[config.mk]
export PLATFORM = sky130hd
export DESIGN_NAME = mig_tt_extract
export DESIGN_NICKNAME = d
export VERILOG_FILES = /design/src/rtl/mig_pkg.sv /design/src/rtl/mig_gate_eval.sv /design/src/rtl/mig_tt_extract.sv
export SDC_FILE = /design/constraint.sdc
export NUM_CORES = 1
export LEC_CHECK = 0
export BUFFER_PORTS_ARGS = -buffer_cell sky130_fd_sc_hd__buf_4
export CAP_MARGIN = 20
export CORE_ASPECT_RATIO = 1.1
export CORE_UTILIZATION = 60
export CTS_CLUSTER_SIZE = 20
export DETAILED_ROUTE_END_ITERATION = 16
export PLACE_DENSITY = 0.79
export SYNTH_ARGS = -nofsm -noshare
export SYNTH_HDL_FRONTEND = slang
export SYNTH_HIERARCHICAL = 1
export SYNTH_SLANG_ARGS = --single-unit
[constraint.sdc]
create_clock -name clk -period 21.3 [get_ports clk]
set_input_delay 4.26 -clock clk [delete_from_list [all_inputs] [get_ports clk]]
set_output_delay 4.26 -clock clk [all_outputs]
set_load 0.02 [all_outputs]
[src/rtl/mig_pkg.sv]
// Shared types and encodings for the majority-gate truth-table extractor.
// Source encoding: 0 = const0, 1..7 = x0..x6, 8..15 = w0..w7.
package mig_pkg;

  localparam int NUM_GATES = 8;
  localparam int NUM_VARS  = 7;
  localparam int TT_BITS   = 128;

  localparam logic [3:0] SRC_ZERO = 4'd0;
  localparam logic [3:0] SRC_X0   = 4'd1;
  localparam logic [3:0] SRC_W0   = 4'd8;

  typedef struct packed {
    logic       inv;
    logic [3:0] src;
  } operand_t;

  // Index 0 is operand a, 2 is operand c.
  typedef operand_t [2:0] gate_desc_t;

  typedef enum logic [1:0] {
    ST_IDLE = 2'd0,
    ST_EVAL = 2'd1,
    ST_DONE = 2'd2
  } state_t;

  function automatic logic maj3(input logic a, input logic b, input logic c);
    return (a & b) | (a & c) | (b & c);
  endfunction

  // Bit 0 of the pool is const0, so the raw 4-bit source code indexes it directly.
  function automatic logic src_value(input logic [3:0] src,
                                     input logic [NUM_VARS-1:0] x,
                                     input logic [NUM_GATES-1:0] w);
    logic [15:0] pool;
    pool = {w, x, 1'b0};
    return pool[src];
  endfunction

endpackage

[src/rtl/mig_gate_eval.sv]
// One programmable majority gate: operand muxes, optional inversion, MAJ3.
// w_i only carries gates below K, so forward references already read as 0.
module mig_gate_eval
  import mig_pkg::*;
#(
  parameter int K = 0
) (
  input  logic [NUM_VARS-1:0]  x_i,
  input  logic [NUM_GATES-1:0] w_i,
  input  gate_desc_t           gate_i,
  output logic                 y_o,
  output logic                 fwd_o
);

  logic [2:0] opv;
  logic [2:0] fwd;

  always_comb begin
    opv = 3'b000;
    fwd = 3'b000;
    for (int i = 0; i < 3; i++) begin
      opv[i] = src_value(gate_i[i].src, x_i, w_i) ^ gate_i[i].inv;
      fwd[i] = gate_i[i].src[3] && (int'(gate_i[i].src[2:0]) >= K);
    end
  end

  assign y_o   = maj3(opv[0], opv[1], opv[2]);
  assign fwd_o = |fwd;

endmodule

[src/rtl/mig_tt_extract.sv]
// Sweeps all 128 minterms through a chain of 8 programmable majority gates
// and collects the selected output into a truth table.
module mig_tt_extract
  import mig_pkg::*;
(
  input  logic               clk,
  input  logic               rst,
  input  logic               cfg_valid,
  output logic               cfg_ready,
  input  logic [2:0]         cfg_idx,
  input  logic [14:0]        cfg_gate,
  input  logic [3:0]         out_sel,
  input  logic               out_inv,
  input  logic               start,
  output logic               busy,
  output logic               tt_valid,
  input  logic               tt_ready,
  output logic [TT_BITS-1:0] tt,
  output logic               err
);

  state_t               state_q;
  logic [6:0]           cnt_q;
  gate_desc_t           gates_q [NUM_GATES];
  logic [3:0]           sel_q;
  logic                 inv_q;
  logic [TT_BITS-1:0]   tt_q;
  logic                 tt_valid_q;
  logic                 err_q;

  logic [NUM_GATES-1:0] w_all;
  logic [NUM_GATES-1:0] fwd_all;
  logic                 sel_bit;

  // Each gate sees only the outputs of lower-indexed gates.
  for (genvar k = 0; k < NUM_GATES; k++) begin : g_gate
    logic [NUM_GATES-1:0] avail;
    logic                 y;
    logic                 fwd;
    if (k == 0) begin : g_base
      assign avail = '0;
    end else begin : g_chain
      assign avail = g_gate[k-1].avail | (NUM_GATES'(g_gate[k-1].y) << (k - 1));
    end
    mig_gate_eval #(.K(k)) u_gate (
      .x_i   (cnt_q),
      .w_i   (avail),
      .gate_i(gates_q[k]),
      .y_o   (y),
      .fwd_o (fwd)
    );
    assign w_all[k]   = y;
    assign fwd_all[k] = fwd;
  end

  assign sel_bit = src_value(sel_q, cnt_q, w_all) ^ inv_q;

  // Control FSM, configuration store and truth-table capture.
  always_ff @(posedge clk) begin
    if (rst) begin
      state_q    <= ST_IDLE;
      cnt_q      <= 7'd0;
      sel_q      <= 4'd0;
      inv_q      <= 1'b0;
      tt_q       <= '0;
      tt_valid_q <= 1'b0;
      err_q      <= 1'b0;
      for (int i = 0; i < NUM_GATES; i++) gates_q[i] <= '0;
    end else begin
      case (state_q)
        ST_IDLE: begin
          if (cfg_valid) gates_q[cfg_idx] <= gate_desc_t'(cfg_gate);
          if (start) begin
            state_q <= ST_EVAL;
            cnt_q   <= 7'd0;
            sel_q   <= out_sel;
            inv_q   <= out_inv;
            err_q   <= 1'b0;
          end
        end
        ST_EVAL: begin
          tt_q[cnt_q] <= sel_bit;
          if (|fwd_all) err_q <= 1'b1;
          if (cnt_q == 7'd127) state_q <= ST_DONE;
          else                 cnt_q   <= cnt_q + 7'd1;
        end
        ST_DONE: begin
          if (tt_valid_q && tt_ready) begin
            tt_valid_q <= 1'b0;
            state_q    <= ST_IDLE;
          end else begin
            tt_valid_q <= 1'b1;
          end
        end
        default: begin
          state_q    <= ST_IDLE;
          tt_valid_q <= 1'b0;
        end
      endcase
    end
  end

  assign cfg_ready = (state_q == ST_IDLE);
  assign busy      = (state_q == ST_EVAL);
  assign tt_valid  = tt_valid_q;
  assign tt        = tt_q;
  assign err       = err_q;

endmodule
; ---- Yosys cells after proc, flatten, opt, wreduce, memory -nomap -nowiden
; Memory sizes are Yosys's and may differ from the RTL's.
; Index checks and enable logic that the tools add are counted.
; W data, S select, Z words.
[word_totals]
regBits = 144
ramBits = 120
out_inout_bits = 132
wordCells = 242
n_memories = 1
[mem_list]
columns = memory, depth, width, read_ports, rd_ports_with_merged_regs, write_ports, line
row1 = gates_q, 8, 15, 8, 0, 8, mig_tt_extract.sv:24  ; gate_desc_t gates_q [NUM_GATES];
[classes]
add_sub_neg = 1
order_cmp = 48
n_eq_ne = 8
n_mux = 74
n_bitwise = 71
n_reduce_logical = 32
[op_table]
columns = operator, n
row1 = $bwmux W128, 1
row2 = $lt A4 B5 Y1 const B, 25
row3 = $bmux W1 S4, 25
row4 = $ge A3 B3 Y1 const B, 12
row5 = $mux W1, 36
row6 = $xor A1 B1 Y1, 25
row7 = $and A1 B1 Y1, 24
row8 = $reduce_or A24 Y1, 1
row9 = $logic_and A1 B1 Y1, 23
row10 = $ge A3 B2 Y1 const B, 6
row11 = $or A1 B1 Y1, 16
row12 = $mux W15, 1
row13 = $reduce_or A15 Y1, 1
row14 = $mux W7, 2
row15 = $pmux W7 S2, 1
row16 = $ge A3 B1 Y1 const B, 3
row17 = $reduce_and A3 Y1, 3
row18 = $lt A7 B8 Y1 const B, 1
row19 = $add A7 B1 Y7 const B, 1
row20 = $demux W1 S7, 1
row21 = $eq A7 B7 Y1 const B, 1
row22 = $ge A7 B1 Y1 const B, 1
row23 = $or A6 B7 Y7, 1
row24 = $mux W2, 3
row25 = other kinds (16), 20

; ---- Logic depth before layout (Yosys ltp)
; An unclocked memory read counts as a cell.
[depth]
word_depth = 59
mapped_depth = 47
mapped_depth_nobuf = 45

; ---- Cells and area by module
; Netlist, hierarchy kept.
[by_module_without_submodules]
columns = module, n_inst, cells_each, area_per_inst_um2, seq_area_each_um2
row1 = mig_tt_extract, 1, 1161, 11543.6, 6486.2
row2 = mig_gate_eval (g_gate[3].u_gate), 1, 45, 486.7, 0.0
row3 = mig_gate_eval (g_gate[7].u_gate), 1, 44, 486.7, 0.0
row4 = mig_gate_eval (g_gate[5].u_gate), 1, 38, 462.9, 0.0
row5 = mig_gate_eval (g_gate[4].u_gate), 1, 39, 455.4, 0.0
row6 = mig_gate_eval (g_gate[1].u_gate), 1, 36, 454.2, 0.0
row7 = mig_gate_eval (g_gate[0].u_gate), 1, 40, 451.7, 0.0
row8 = mig_gate_eval (g_gate[2].u_gate), 1, 39, 432.9, 0.0
row9 = mig_gate_eval (g_gate[6].u_gate), 1, 30, 410.4, 0.0

; ---- Worst setup path after synthesis
; No wires, ideal clock.
[synth_path]
path_kind = flip-flop to flip-flop
start = register cnt_q[2]
end = register tt_q[35], in the netlist tt[35]
setup_ns = 0.134
t_arrival_ns = 13.485
path_slack_ns = 7.681
stages_incl_launch_ff = 40
path_buffers = 1
period_less_slack_ns = 13.619
path_cell_list = dfxtp_1 mux4_1 mux4_2 xor2_1 maj3_2 mux4_1 mux4_2 xor2_1 maj3_2 mux4_1 mux4_2 xor2_1 maj3_2 mux4_1 mux4_2 xor2_1 maj3_2 mux4_1 (+4 left out) mux2i_1 mux2i_1 xor2_1 maj3_2 mux4_1 mux4_2 xor2_1 maj3_2 mux4_1 mux4_2 xor2_1 maj3_2 mux4_2 mux2_2 mux2i_1 xor2_1 buf_4 a211oi_1
[synth_via]
elab_chain_len = 58
[synth_lines]
columns = element, line
row1 = "start, declared", mig_tt_extract.sv:23  ; logic [6:0] cnt_q;
row2 = "start signal, assigned", mig_tt_extract.sv:85  ; else cnt_q <= cnt_q + 7'd1;
row3 = $bmux W1 S4, mig_pkg.sv:37  ; return pool[src];
row4 = $mux W1 (not written as such), mig_pkg.sv:37
row5 = $xor A1 B1 Y1, mig_gate_eval.sv:22  ; opv[i] = src_value(gate_i[i].src, x_i, w_i) ^ gate_i[i].inv;
row6 = $and A1 B1 Y1, mig_pkg.sv:28  ; return (a & b) | (a & c) | (b & c);
row7 = $or A1 B1 Y1, mig_pkg.sv:28
row8 = $or A1 B1 Y1 (*), mig_pkg.sv:28
row9 = named net g_gate[0].y, mig_tt_extract.sv:38  ; logic y;
row10 = $bmux W1 S4, mig_pkg.sv:37
row11 = (+5 left out), --
row12 = named net g_gate[1].y, mig_tt_extract.sv:38
row13 = (+7 left out), --
row14 = named net g_gate[2].y, mig_tt_extract.sv:38
row15 = (+7 left out), --
row16 = named net g_gate[3].y, mig_tt_extract.sv:38
row17 = (+7 left out), --
row18 = named net g_gate[4].y, mig_tt_extract.sv:38
row19 = (+7 left out), --
row20 = named net g_gate[5].y, mig_tt_extract.sv:38
row21 = (+7 left out), --
row22 = named net g_gate[6].y, mig_tt_extract.sv:38
row23 = (+4 left out), --
row24 = $and A1 B1 Y1, mig_pkg.sv:28
row25 = $or A1 B1 Y1, mig_pkg.sv:28
row26 = $or A1 B1 Y1 (*), mig_pkg.sv:28
row27 = named net g_gate[7].y, mig_tt_extract.sv:38
row28 = $bmux W1 S4 (*), mig_pkg.sv:37
row29 = $mux W1 (not written as such) (*), mig_pkg.sv:37
row30 = $xor A1 B1 Y1 (*), mig_tt_extract.sv:56  ; assign sel_bit = src_value(sel_q, cnt_q, w_all) ^ inv_q;
row31 = $bwmux W128 (*), mig_tt_extract.sv:82  ; tt_q[cnt_q] <= sel_bit;
row32 = "end signal, assigned by index", mig_tt_extract.sv:82
row33 = "end, declared", mig_tt_extract.sv:27  ; logic [TT_BITS-1:0] tt_q;
; Mark *: on every way through the listed nets, which the timed path passes. The rest lies on a longest branch. The select of a mux whose other input is x is not followed.
; A chain may end at the register's enable or synchronous reset.

; ---- Worst setup path after layout
[layout_path]
start = register cnt_q[5]
end = register tt_q[50], in the netlist tt[50]
; The elaborated chain is that of the path after synthesis.

==> results.json <==
{
  "status": "completed",
  "place_congestion": 0.887,
  "muxShareOfSynthArea_pct": 18.7,
  "clk_latency_ns": 0.58,
  "setup_tns_ns": 0,
  "syn_area_per_cell_um2": 10.3,
  "min_path_type": "register to register",
  "p_leak_nw": 6.89,
  "synth-simple-area-share_pct": 17.5,
  "ys_seq_area_share_pct": 42.7,
  "cp-end-kind": "register",
  "cap_violations": 0,
  "hold_viol_final": 0,
  "post-cts-setup-buffer-count": 0,
  "grt_max_degree": 93,
  "fin_ws_ns": 6.06,
  "grt_pass1_vias": 12800,
  "tritoncts": "done",
  "htree_num_levels": 1,
  "rsz0062_at_grt": "no",
  "syn_area_um2": 15200,
  "irDropWorstVdd_v": 0.0000553,
  "first_pass_iters": 6,
  "drc": 0,
  "fmax_mhz": 65.6,
  "hold_buffers": 0,
  "p_per_area_nw_per_um2": 66.6,
  "crit_type": "register to register",
  "relSlewSlack_pct": 20.6,
  "synthXorXnorAreaFrac_pct": 1.66,
  "synth-compound-area-share_pct": 14.9,
  "async_flop_share_pct": 0,
  "cp_data_arrival_time_ns": 15.65,
  "drt_iter0_drc": 1777,
  "synth_area_leaders": "edfxtp_1 24%, dfxtp_1 19%, mux4_2 8.9%",
  "grt_first_pass_wirelength_um": 71100,
  "synth_warnings": 6,
  "wire_per_inst_um": 23.2,
  "crit_path_start_kind": "register",
  "synth_top_family_by_area": "multiplexers",
  "port_buffers": 159,
  "place_ws_ns": 6.23,
  "synth_edf_count": 120,
  "fin_crit_ns": 15.24,
  "clk_pin_slew_worst_paths_ns": 0.06,
  "final_layout_size_suffix_gt1_share_pct": 21.6,
  "antenna_found_initial": 2,
  "total_power_mw": 1.19,
  "clock-sinks": 264,
  "fin_crit_sh_pct": 71.6,
  "die-area_um2": 25900,
  "crit_fanout": 50,
  "rows": 60,
  "grt_use_total_pct": 35.7,
  "setup_viol": 0,
  "dieWidth_um": 154,
  "start_util_pct": 61.7,
  "die_h_um": 169,
  "tightestPinTransition_ns": 1.19,
  "vias": 13200,
  "final_nets": 1712,
  "numCtsBuffers": 29,
  "synthAdderAreaFrac_pct": 0.676,
  "final_area_um2": 17900,
  "slowest_stage": "mux4_1",
  "placed_area_um2": 16900,
  "required_ns": 21.70,
  "ys_ff_latch": 264,
  "grt_overflow": 0,
  "dp_hpwl_um": 30000,
  "root_buffer": "clkbuf_16",
  "syn_inst": 1472,
  "slowest_delay_ns": 0.55,
  "syn_to_final_growth_pct": 17.6,
  "synth.distinct_cells": 70,
  "cts_resized": 0,
  "yosysTopAreaCell": "edfxtp_1",
  "timing_max_transition_violations_final": 0,
  "final_antenna_net_count": 0,
  "core-area_um2": 24600,
  "vias_per_cell": 6.57,
  "clockBufferDepth": 3,
  "io_pins": 160,
  "synth-main-ff-cell": "dfxtp_1",
  "synth_top_area_share_pct": 23.7,
  "wl_um": 46900,
  "whs_ns": 0.504,
  "fin_skew_ns": 0.0251
}
## logic make-up after synthesis
kind of cell | count (synthesis)
AO/OA/AOI/OAI | 386
other | 1
multiplexers | 164
adder cells (fa/ha/maj) | 9
buffers and inverters | 130
AND/OR/NAND/NOR | 490
XOR/XNOR | 28
flip-flops | 264
## registers in the layout, indices dropped and copies added, names as in the netlist
register  count
err           1
tt          128
sel_q         4
inv_q         1
tt_valid      1
cnt_q         7
gates_q     120
state_q       2
## where the power goes
| group | total [mW] | leakage (nW) | switching (mW) | internal [mW] |
|---|---|---|---|---|
| sequential | 0.558 | 2.40 | 0.0160 | 0.542 |
| clock | 0.495 | 0.471 | 0.209 | 0.286 |
| combinational | 0.136 | 4.02 | 0.0807 | 0.0556 |
## routing by layer
metal,track usage [%],vias up,wire length [um]
met5,0,-,0
met4,22.7,0,3190
met3,6.25,224,4600
met2,59.4,888,22100
met1,43.1,6288,17000
li1,-,5847,-
## cells in the final DEF (no fill, tap or decap), types with 6 or more instances in the layout
cell	Yosys	final
mux2i_2	8	8
clkbuf_8	0	10
a21oi_1	127	127
xor2_1	23	22
buf_4	5	188
maj3_2	8	8
mux2i_1	55	55
dfxtp_1	144	141
nand4_1	11	11
mux2_2	15	15
nand3b_1	8	8
and2_1	122	122
nand3_1	13	13
nor2_1	207	207
clkbuf_16	0	29
nand2_1	46	46
nand2b_1	10	10
clkbuf_1	84	7
mux4_1	23	23
o211ai_1	8	8
clkinv_2	0	6
nand4b_1	6	6
or2_2	8	8
a31oi_1	91	91
edfxtp_1	120	120
nor2b_1	6	6
mux4_2	60	60
inv_1	14	14
conb_1	1	108
a211oi_1	29	29
o21ai_0	100	100
nor3_4	8	8
## stage by stage
stage / util [%] / std cells
2_1_floorplan: - / 1579
3_3_place_gp: 68.6 / 1960
3_5_place_dp: 68.6 / 1962
4_1_cts: 72.5 / 2016
5_1_grt: 72.5 / 2016
6_report: 72.5 / 2017
## area by class of cell
class,count,area [um2]
diodes,1,2.50
clock buffers,46,890
clock inverters,8,57.6
fillers,1774,6770
inverters,15,56.3
multi-input cells,1185,8560
flip-flops and latches,264,6490
well taps,310,388
repair buffers,188,1410
## cell usage after synthesis (9+ instances only)
| cell | number |
|---|---|
| a31oi_1 | 91 |
| clkbuf_1 | 84 |
| and2_1 | 122 |
| mux2i_1 | 55 |
| a211oi_1 | 29 |
| inv_1 | 14 |
| nand2_1 | 46 |
| dfxtp_1 | 144 |
| a21oi_1 | 127 |
| o21ai_0 | 100 |
| nor2_1 | 207 |
| mux2_2 | 15 |
| nand4_1 | 11 |
| edfxtp_1 | 120 |
| mux4_2 | 60 |
| buf_1 | 9 |
| xor2_1 | 23 |
| mux4_1 | 23 |
| buf_2 | 9 |
| nand3_1 | 13 |
| nand2b_1 | 10 |
## worst max-delay path, delay by kind of cell, from the launching register on
family	cells	cell delay, ns
adder cells (fa/ha/maj)	8	3.37
flip-flops	1	0.33
multiplexers	21	8.98
buffers and inverters	2	0.82
XOR/XNOR	9	1.39
AO/OA/AOI/OAI	1	0.14
## worst paths after layout
kind / startpoint / end / depth (start not counted) / slack [ns]
min reg2reg: tt[37]$_SDFFE_PP0P_ / tt[37]$_SDFFE_PP0P_ / 2 / 0.50
min: tt[37]$_SDFFE_PP0P_ / tt[37]$_SDFFE_PP0P_ / 2 / 0.50
max reg2reg: cnt_q[5]$_SDFFE_PP0P_ / tt[50]$_SDFFE_PP0P_ / 41 / 6.06
max: cnt_q[5]$_SDFFE_PP0P_ / tt[50]$_SDFFE_PP0P_ / 41 / 6.06
Power figures use the tool's default switching activity.
